**src/rtl/decode_queue_if.sv**
```systemverilog
// Fetch-to-execute bundle for decode_queue: fetch handshake, flush, live flags
// and the decoded head record handed to execute.
interface decode_queue_if #(
  parameter int CODE_W = 11,
  parameter int ADDR_W = 32
) ();
  logic              in_valid;
  logic              in_ready;
  logic [31:0]       in_instr;
  logic [ADDR_W-1:0] in_pc;
  logic              flush;
  logic [3:0]        flags;
  logic              out_valid;
  logic              out_ready;
  logic [3:0]        out_rd;
  logic [3:0]        out_rn;
  logic [3:0]        out_rm;
  logic [7:0]        out_shift;
  logic [31:0]       out_imm32;
  logic              out_imm_en;
  logic              out_set_flags;
  logic              out_mem_up;
  logic [ADDR_W-1:0] out_br_target;
  logic [CODE_W-1:0] out_alu_code;
  logic              out_execute;
  logic              out_undef;
  logic [ADDR_W-1:0] out_pc;

  modport slave (
    input  in_valid, in_instr, in_pc, flush, flags, out_ready,
    output in_ready, out_valid, out_rd, out_rn, out_rm, out_shift, out_imm32,
           out_imm_en, out_set_flags, out_mem_up, out_br_target, out_alu_code,
           out_execute, out_undef, out_pc
  );

  modport master (
    output in_valid, in_instr, in_pc, flush, flags, out_ready,
    input  in_ready, out_valid, out_rd, out_rn, out_rm, out_shift, out_imm32,
           out_imm_en, out_set_flags, out_mem_up, out_br_target, out_alu_code,
           out_execute, out_undef, out_pc
  );
endinterface

```
**src/rtl/decode_queue.sv**
```systemverilog
// ARM decode stage: decodes at entry, buffers in an in-order circular queue and
// evaluates the head's condition against live NZCV flags.
module decode_queue #(
  parameter int DEPTH  = 2,
  parameter int CODE_W = 11,
  parameter int ADDR_W = 32
) (
  input logic           clk,
  input logic           reset,
  decode_queue_if.slave q
);
  localparam int PTR_W = (DEPTH > 1) ? $clog2(DEPTH) : 1;
  localparam int CNT_W = $clog2(DEPTH) + 1;

  typedef struct packed {
    logic [3:0]        cond;
    logic [3:0]        rd;
    logic [3:0]        rn;
    logic [3:0]        rm;
    logic [7:0]        shift;
    logic [31:0]       imm32;
    logic              imm_en;
    logic              set_flags;
    logic              mem_up;
    logic [ADDR_W-1:0] br_target;
    logic [CODE_W-1:0] alu_code;
    logic              undef;
    logic [ADDR_W-1:0] pc;
  } entry_t;

  function automatic logic [5:0] dp_code(input logic [3:0] opcode);
    case (opcode)
      4'h0:    dp_code = 6'd3;   // AND
      4'h1:    dp_code = 6'd5;   // EOR
      4'h2:    dp_code = 6'd2;   // SUB
      4'h3:    dp_code = 6'd1;   // RSB
      4'h4:    dp_code = 6'd0;   // ADD
      4'h5:    dp_code = 6'd14;  // ADC
      4'h6:    dp_code = 6'd15;  // SBC
      4'h7:    dp_code = 6'd16;  // RSC
      4'h8:    dp_code = 6'd9;   // TST
      4'h9:    dp_code = 6'd10;  // TEQ
      4'hA:    dp_code = 6'd8;   // CMP
      4'hB:    dp_code = 6'd12;  // CMN
      4'hC:    dp_code = 6'd4;   // ORR
      4'hD:    dp_code = 6'd6;   // MOV
      4'hE:    dp_code = 6'd11;  // BIC
      default: dp_code = 6'd7;   // MVN
    endcase
  endfunction

  function automatic logic cond_pass(input logic [3:0] cond, input logic [3:0] f);
    logic n, z, c, v;
    {n, z, c, v} = f;
    case (cond)
      4'h0:    cond_pass = z;
      4'h1:    cond_pass = ~z;
      4'h2:    cond_pass = c;
      4'h3:    cond_pass = ~c;
      4'h4:    cond_pass = n;
      4'h5:    cond_pass = ~n;
      4'h6:    cond_pass = v;
      4'h7:    cond_pass = ~v;
      4'h8:    cond_pass = c & ~z;
      4'h9:    cond_pass = ~c | z;
      4'hA:    cond_pass = (n == v);
      4'hB:    cond_pass = (n != v);
      4'hC:    cond_pass = ~z & (n == v);
      4'hD:    cond_pass = z | (n != v);
      4'hE:    cond_pass = 1'b1;
      default: cond_pass = 1'b0;
    endcase
  endfunction

  function automatic logic [PTR_W-1:0] next_ptr(input logic [PTR_W-1:0] p);
    next_ptr = (p == PTR_W'(DEPTH - 1)) ? '0 : p + 1'b1;
  endfunction

  entry_t            dec_entry;
  logic [31:0]       imm8;
  logic [4:0]        rot;
  logic [33:0]       br_off;
  logic [31:0]       instr;

  // NOTE: every field gets a default before the branches so no latch is inferred.
  always_comb begin
    instr     = q.in_instr;
    imm8      = {24'b0, instr[7:0]};
    rot       = {instr[11:8], 1'b0};
    br_off    = {{8{instr[23]}}, instr[23:0], 2'b00};
    dec_entry = '0;
    dec_entry.cond = instr[31:28];
    dec_entry.pc   = q.in_pc;
    if (instr[27:26] == 2'b00) begin
      dec_entry.rd        = instr[15:12];
      dec_entry.rn        = instr[19:16];
      dec_entry.rm        = instr[3:0];
      dec_entry.shift     = instr[11:4];
      dec_entry.set_flags = instr[20];
      dec_entry.alu_code  = CODE_W'(dp_code(instr[24:21]));
      if (instr[25]) begin
        dec_entry.imm_en = 1'b1;
        dec_entry.imm32  = (imm8 >> rot) | (imm8 << (6'd32 - {1'b0, rot}));
      end
      // Compare-class opcodes exist only to set flags; without S they are not valid.
      if (instr[24:23] == 2'b10 && !instr[20]) begin
        dec_entry.undef    = 1'b1;
        dec_entry.alu_code = '1;
      end
    end else if (instr[27:25] == 3'b101) begin
      dec_entry.alu_code  = instr[24] ? CODE_W'(32) : CODE_W'(31);
      dec_entry.br_target = q.in_pc + ADDR_W'(32'd8) + ADDR_W'($signed(br_off));
    end else if (instr[27:26] == 2'b01) begin
      dec_entry.rn       = instr[19:16];
      dec_entry.shift    = instr[11:4];
      dec_entry.mem_up   = instr[23];
      dec_entry.alu_code = instr[20] ? CODE_W'(41) : CODE_W'(42);
      if (instr[20]) begin
        dec_entry.rd = instr[15:12];
        dec_entry.rm = instr[25] ? instr[3:0] : 4'h0;
      end else begin
        dec_entry.rm = instr[15:12];
      end
      if (!instr[25]) begin
        dec_entry.imm_en = 1'b1;
        dec_entry.imm32  = {20'b0, instr[11:0]};
      end
    end else begin
      dec_entry.undef    = 1'b1;
      dec_entry.alu_code = '1;
    end
  end

  entry_t            mem_q [DEPTH];
  logic [PTR_W-1:0]  wr_ptr_q, wr_ptr_d, rd_ptr_q, rd_ptr_d;
  logic [CNT_W-1:0]  count_q, count_d;
  logic              in_ready, out_valid, push, pop;

  assign in_ready  = (count_q < CNT_W'(DEPTH)) & ~q.flush & ~reset;
  assign out_valid = (count_q != '0);
  assign push      = q.in_valid & in_ready;
  assign pop       = out_valid & q.out_ready & ~q.flush;

  always_comb begin
    wr_ptr_d = push ? next_ptr(wr_ptr_q) : wr_ptr_q;
    rd_ptr_d = pop  ? next_ptr(rd_ptr_q) : rd_ptr_q;
    count_d  = count_q;
    if (push && !pop)      count_d = count_q + 1'b1;
    else if (pop && !push) count_d = count_q - 1'b1;
    if (q.flush) begin
      wr_ptr_d = '0;
      rd_ptr_d = '0;
      count_d  = '0;
    end
  end

  // NOTE: state flops use non-blocking assignment so every flop samples pre-edge values.
  always_ff @(posedge clk) begin
    if (reset) begin
      count_q  <= '0;
      wr_ptr_q <= '0;
      rd_ptr_q <= '0;
    end else begin
      count_q  <= count_d;
      wr_ptr_q <= wr_ptr_d;
      rd_ptr_q <= rd_ptr_d;
    end
  end

  // NOTE: storage is not reset; count gates visibility, so stale contents never escape.
  always_ff @(posedge clk) begin
    if (push) mem_q[wr_ptr_q] <= dec_entry;
  end

  entry_t head;
  assign head = out_valid ? mem_q[rd_ptr_q] : '0;

  assign q.in_ready      = in_ready;
  assign q.out_valid     = out_valid;
  assign q.out_rd        = head.rd;
  assign q.out_rn        = head.rn;
  assign q.out_rm        = head.rm;
  assign q.out_shift     = head.shift;
  assign q.out_imm32     = head.imm32;
  assign q.out_imm_en    = head.imm_en;
  assign q.out_set_flags = head.set_flags;
  assign q.out_mem_up    = head.mem_up;
  assign q.out_br_target = head.br_target;
  assign q.out_alu_code  = head.alu_code;
  assign q.out_undef     = head.undef;
  assign q.out_pc        = head.pc;
  assign q.out_execute   = out_valid & cond_pass(head.cond, q.flags);
endmodule

```
**src/flat_wrapper.sv**
```systemverilog
// flat-port wrapper written by rule: the top's interface ports become plain ports
module decode_queue_flat 
#(
  parameter int DEPTH  = 2,
  parameter int CODE_W = 11,
  parameter int ADDR_W = 32
)
  (clk, reset, q_in_valid, q_in_instr, q_in_pc, q_flush, q_flags, q_out_ready, q_in_ready, q_out_valid, q_out_rd, q_out_rn, q_out_rm, q_out_shift, q_out_imm32, q_out_imm_en, q_out_set_flags, q_out_mem_up, q_out_br_target, q_out_alu_code, q_out_execute, q_out_undef, q_out_pc);
  decode_queue_if #(.CODE_W(CODE_W), .ADDR_W(ADDR_W)) q_i ();
  input logic clk;
  input logic reset;
  input wire logic [$bits(q_i.in_valid)-1:0] q_in_valid;
  input wire logic [$bits(q_i.in_instr)-1:0] q_in_instr;
  input wire logic [$bits(q_i.in_pc)-1:0] q_in_pc;
  input wire logic [$bits(q_i.flush)-1:0] q_flush;
  input wire logic [$bits(q_i.flags)-1:0] q_flags;
  input wire logic [$bits(q_i.out_ready)-1:0] q_out_ready;
  output wire logic [$bits(q_i.in_ready)-1:0] q_in_ready;
  output wire logic [$bits(q_i.out_valid)-1:0] q_out_valid;
  output wire logic [$bits(q_i.out_rd)-1:0] q_out_rd;
  output wire logic [$bits(q_i.out_rn)-1:0] q_out_rn;
  output wire logic [$bits(q_i.out_rm)-1:0] q_out_rm;
  output wire logic [$bits(q_i.out_shift)-1:0] q_out_shift;
  output wire logic [$bits(q_i.out_imm32)-1:0] q_out_imm32;
  output wire logic [$bits(q_i.out_imm_en)-1:0] q_out_imm_en;
  output wire logic [$bits(q_i.out_set_flags)-1:0] q_out_set_flags;
  output wire logic [$bits(q_i.out_mem_up)-1:0] q_out_mem_up;
  output wire logic [$bits(q_i.out_br_target)-1:0] q_out_br_target;
  output wire logic [$bits(q_i.out_alu_code)-1:0] q_out_alu_code;
  output wire logic [$bits(q_i.out_execute)-1:0] q_out_execute;
  output wire logic [$bits(q_i.out_undef)-1:0] q_out_undef;
  output wire logic [$bits(q_i.out_pc)-1:0] q_out_pc;
  assign q_i.in_valid = q_in_valid;
  assign q_i.in_instr = q_in_instr;
  assign q_i.in_pc = q_in_pc;
  assign q_i.flush = q_flush;
  assign q_i.flags = q_flags;
  assign q_i.out_ready = q_out_ready;
  assign q_in_ready = q_i.in_ready;
  assign q_out_valid = q_i.out_valid;
  assign q_out_rd = q_i.out_rd;
  assign q_out_rn = q_i.out_rn;
  assign q_out_rm = q_i.out_rm;
  assign q_out_shift = q_i.out_shift;
  assign q_out_imm32 = q_i.out_imm32;
  assign q_out_imm_en = q_i.out_imm_en;
  assign q_out_set_flags = q_i.out_set_flags;
  assign q_out_mem_up = q_i.out_mem_up;
  assign q_out_br_target = q_i.out_br_target;
  assign q_out_alu_code = q_i.out_alu_code;
  assign q_out_execute = q_i.out_execute;
  assign q_out_undef = q_i.out_undef;
  assign q_out_pc = q_i.out_pc;
  decode_queue #(.DEPTH(DEPTH), .CODE_W(CODE_W), .ADDR_W(ADDR_W)) u_core (.clk(clk), .reset(reset), .q(q_i));
endmodule
```
**config.mk**
```make
export PLATFORM = sky130hd
export DESIGN_NAME = decode_queue_flat
export DESIGN_NICKNAME = d
export VERILOG_FILES = /design/src/rtl/decode_queue_if.sv /design/src/rtl/decode_queue.sv /design/src/flat_wrapper.sv
export SDC_FILE = /design/constraint.sdc
export NUM_CORES = 1
export LEC_CHECK = 0
export BUFFER_PORTS_ARGS = -buffer_cell sky130_fd_sc_hd__buf_2
export CAP_MARGIN = 30
export CELL_PAD_IN_SITES_DETAIL_PLACEMENT = 1
export CELL_PAD_IN_SITES_GLOBAL_PLACEMENT = 2
export CORE_MARGIN = 2
export CORE_UTILIZATION = 35
export DETAILED_ROUTE_END_ITERATION = 12
export PLACE_DENSITY_LB_ADDON = 0.1
export SYNTH_ARGS = -nofsm -noshare
export SYNTH_HDL_FRONTEND = slang
export SYNTH_SLANG_ARGS = --single-unit
```
**constraint.sdc**
```tcl
create_clock -name clk -period 6.1 [get_ports clk]
set_input_delay 0.305 -clock clk [delete_from_list [all_inputs] [get_ports clk]]
set_output_delay 0.305 -clock clk [all_outputs]
set_load 0.05 [all_outputs]
```
==> results_dict.tcl <==
set metrics [dict create \
    crit_type "input port to flop" \
    synthTopCellsByArea "edfxtp_1, mux2i_1, ha_1" \
    slew_headroom_pct 32.6 \
    cpLargestDelayFamily "compound AO/OA/AOI/OAI gates" \
    gp_congestion 0.765 \
    setup_violations 0 \
    period_needed_ps 3340 \
    reg2regPathDepth 9 \
    totalWireLength_um 38600 \
    fp.dieW_um 201 \
    drc 0 \
    areaGrowthSynthToFinish_pct 19.9 \
    cp_cell_sequence "dlygate4sd3_1, buf_2, inv_1, ha_1, inv_1, ha_1, inv_1, fa_1, nand2b_1, a21oi_2, nor2_1, o21ai_1, a31oi_1, o2111a_1, a21o_1" \
    syn_area_per_cell_um2 12.1 \
    synthArstFlopShare_pct 0 \
    ys_types 66 \
    cp_max_fo 3 \
    clock.fmax_mhz 299 \
    drv_cap 0 \
    outcome "finished, final reports clean" \
    busiest_layer "met2" \
    crit_arrival_ps 3600 \
    met2_usage_pct 30.4 \
    synth_ff_type "edfxtp_1" \
    grt_pass1_wl_um 58900 \
    rsz0062_at_grt "false" \
    hold_depth 1 \
    synth_top_area_share_pct 57.7 \
    vias 9533 \
    ys_seq_area_share_pct 58.4 \
    grt_pass1_vias 9872 \
    tns_ps 0 \
    cp-end-kind "flop" \
    cts_made_buffers 34 \
    ios 207 \
    via_per_inst 5.10 \
    wire_per_inst_um 20.6 \
    critPathMaxStageDelay_ps 520 \
    pre_cts_ws_ps 2690 \
    cts.htree.levels 2 \
    insertion_delay_ps 510 \
    coreArea_um2 38400 \
    peakVddDrop_mv 0.223 \
    cts_tree "done" \
    clock-sinks 265 \
    power_density_nw_per_um2 277 \
    detail_route.first_pass.iterations 4 \
    nets 1465 \
    drv_slew 0 \
    ys_ff_latch 265 \
    dr.first_iter.drc_count 429 \
    path_depth 15 \
    placedCellCount 1797 \
    clk_pin_slew_ps 50 \
    grt_max_degree 131 \
    yosysWarnings 0 \
    synth_nets 1258 \
    grt_use_met3_pct 3.15 \
    syn_area_um2 13500 \
    total_power_mw 4.50 \
    fin_crit_sh_pct 54.8 \
    rows 72 \
    dpl.hpwl_um 25900 \
    die_y_um 201 \
    ctsResizeCount 0 \
    grt_antenna_before_repair 1 \
    final_cells 1870 \
    final_common_cell "edfxtp_1" \
    grt_overflow 0 \
    fin_skew_ps 12.6 \
    final_cell_mix "edfxtp_1, buf_2, nor2_1" \
    die_area_um2 40300 \
    hp-class "input port to flop" \
    required_ps 6350 \
    hold_viol 0 \
    worst-path-buf-inv 5 \
    critPathLaunchType "input port" \
    clk_path_buf_depth 3 \
    met1_usage_pct 26.6 \
    io_buffers 206 \
    initial_utilization_pct 35.3 \
    tightest_slew_ps 1010 \
    layout_setup_ws_ps 2760 \
    synth-edff-count 260 \
    ant_nets 0 \
    layout-drive-gt1-share_pct 21.4 \
    p_leak_nw 6.04 \
    track_usage_pct 18.9 \
    synthCells 1120 \
    synth_largest_area_cell "edfxtp_1" \
    cpMaxStageDelayCell "dlygate4sd3_1" \
    cp_common_cell "inv_1" \
    clockRootBuffer "clkbuf_16" \
]
[area by class of cell]
class / instances / area, um2
Antenna cell: 2 / 5.00
Multi-Input combinational cell: 770 / 5280
Tap cell: 518 / 648
Inverter: 30 / 113
Clock inverter: 17 / 120
Sequential cell: 265 / 7910
Fill cell: 4164 / 22100
Clock buffer: 42 / 902
Timing Repair Buffer: 226 / 1260
[synthesized netlist by cell type (all sizes together) (5+ instances only)]
cell / number
o31ai: 6
inv: 30
a211oi: 8
and3: 6
nand2: 58
dfxtp: 5
buf: 38
edfxtp: 260
o22ai: 7
mux2i: 140
o211ai: 5
a21o: 6
and2: 9
a31oi: 10
ha: 64
nand2b: 9
o21ai: 35
nor2: 202
xnor2: 11
nor2b: 25
nand4: 10
xor2: 15
nor3: 24
clkbuf: 17
a21oi: 49
nand3: 18
[routing by layer]
metal  share of wire, %  up-vias
met5              0.034        -
li1                   -     4544
met2                 46      201
met4                1.9        2
met3                4.4       54
met1                 48     4732
[path summary, 6_finish.rpt]
check	from	endpoint	slack, ps
min reg2reg	u_core.rd_ptr_q	u_core.rd_ptr_q	570
max reg2reg	u_core.count_q[0]	u_core.count_q[1]	3670
min	q_in_pc[15]	u_core.mem_q[1][15]	20
max	q_in_pc[3]	u_core.mem_q[1][75]	2760
[power by group]
part	switching, mW	leakage [nW]	internal (mW)
clock	0.759	0.496	1.09
sequential	0.00661	2.41	2.03
combinational	0.421	3.13	0.192
total	1.19	6.04	3.31
[cells by family after synthesis]
| kind of cell | Yosys count | share of synthesized area, % |
|---|---|---|
| adder cells (fa/ha/maj) | 65 | 6.06 |
| XOR/XNOR | 26 | 1.68 |
| AND/OR/NAND/NOR | 373 | 12.5 |
| AO/OA/AOI/OAI | 163 | 7.93 |
| multiplexers | 143 | 10.7 |
| buffers and inverters | 85 | 2.75 |
| flip-flops | 265 | 58.4 |
[sequential cells by signal (all words and copies together) (netlist names), named ones only]
signal,count
u_core.mem_q,260
u_core.count_q,2
u_core.rd_ptr_q,1
u_core.wr_ptr_q,1
[worst register-to-register path, stage by stage (launching register included)]
cell and delay [ps]:
dfxtp_1 360, nor2_4 730, inv_1 270, nand2_1 170
or2_2 120, ha_1 150, xor2_1 150, nor2_1 70
xnor2_1 120, nor3_1 200
[timing repair]
action | in CTS | in global routing
setup buffers | 0 | 0
hold buffers | 12 | 0
hold endpoints to repair | 24 | 0
[per-stage QoR]
stage	util (%)	hold slack, ps	instance area (um2)
global placement	39.3	496	15100
floorplan	-	382	13500
global route	42.3	9.83	16200
detailed placement	39.3	498	15100
finish	42.3	24.0	16200
CTS	42.3	2.07	16200
Note: power is estimated with default switching activity, not from simulation.
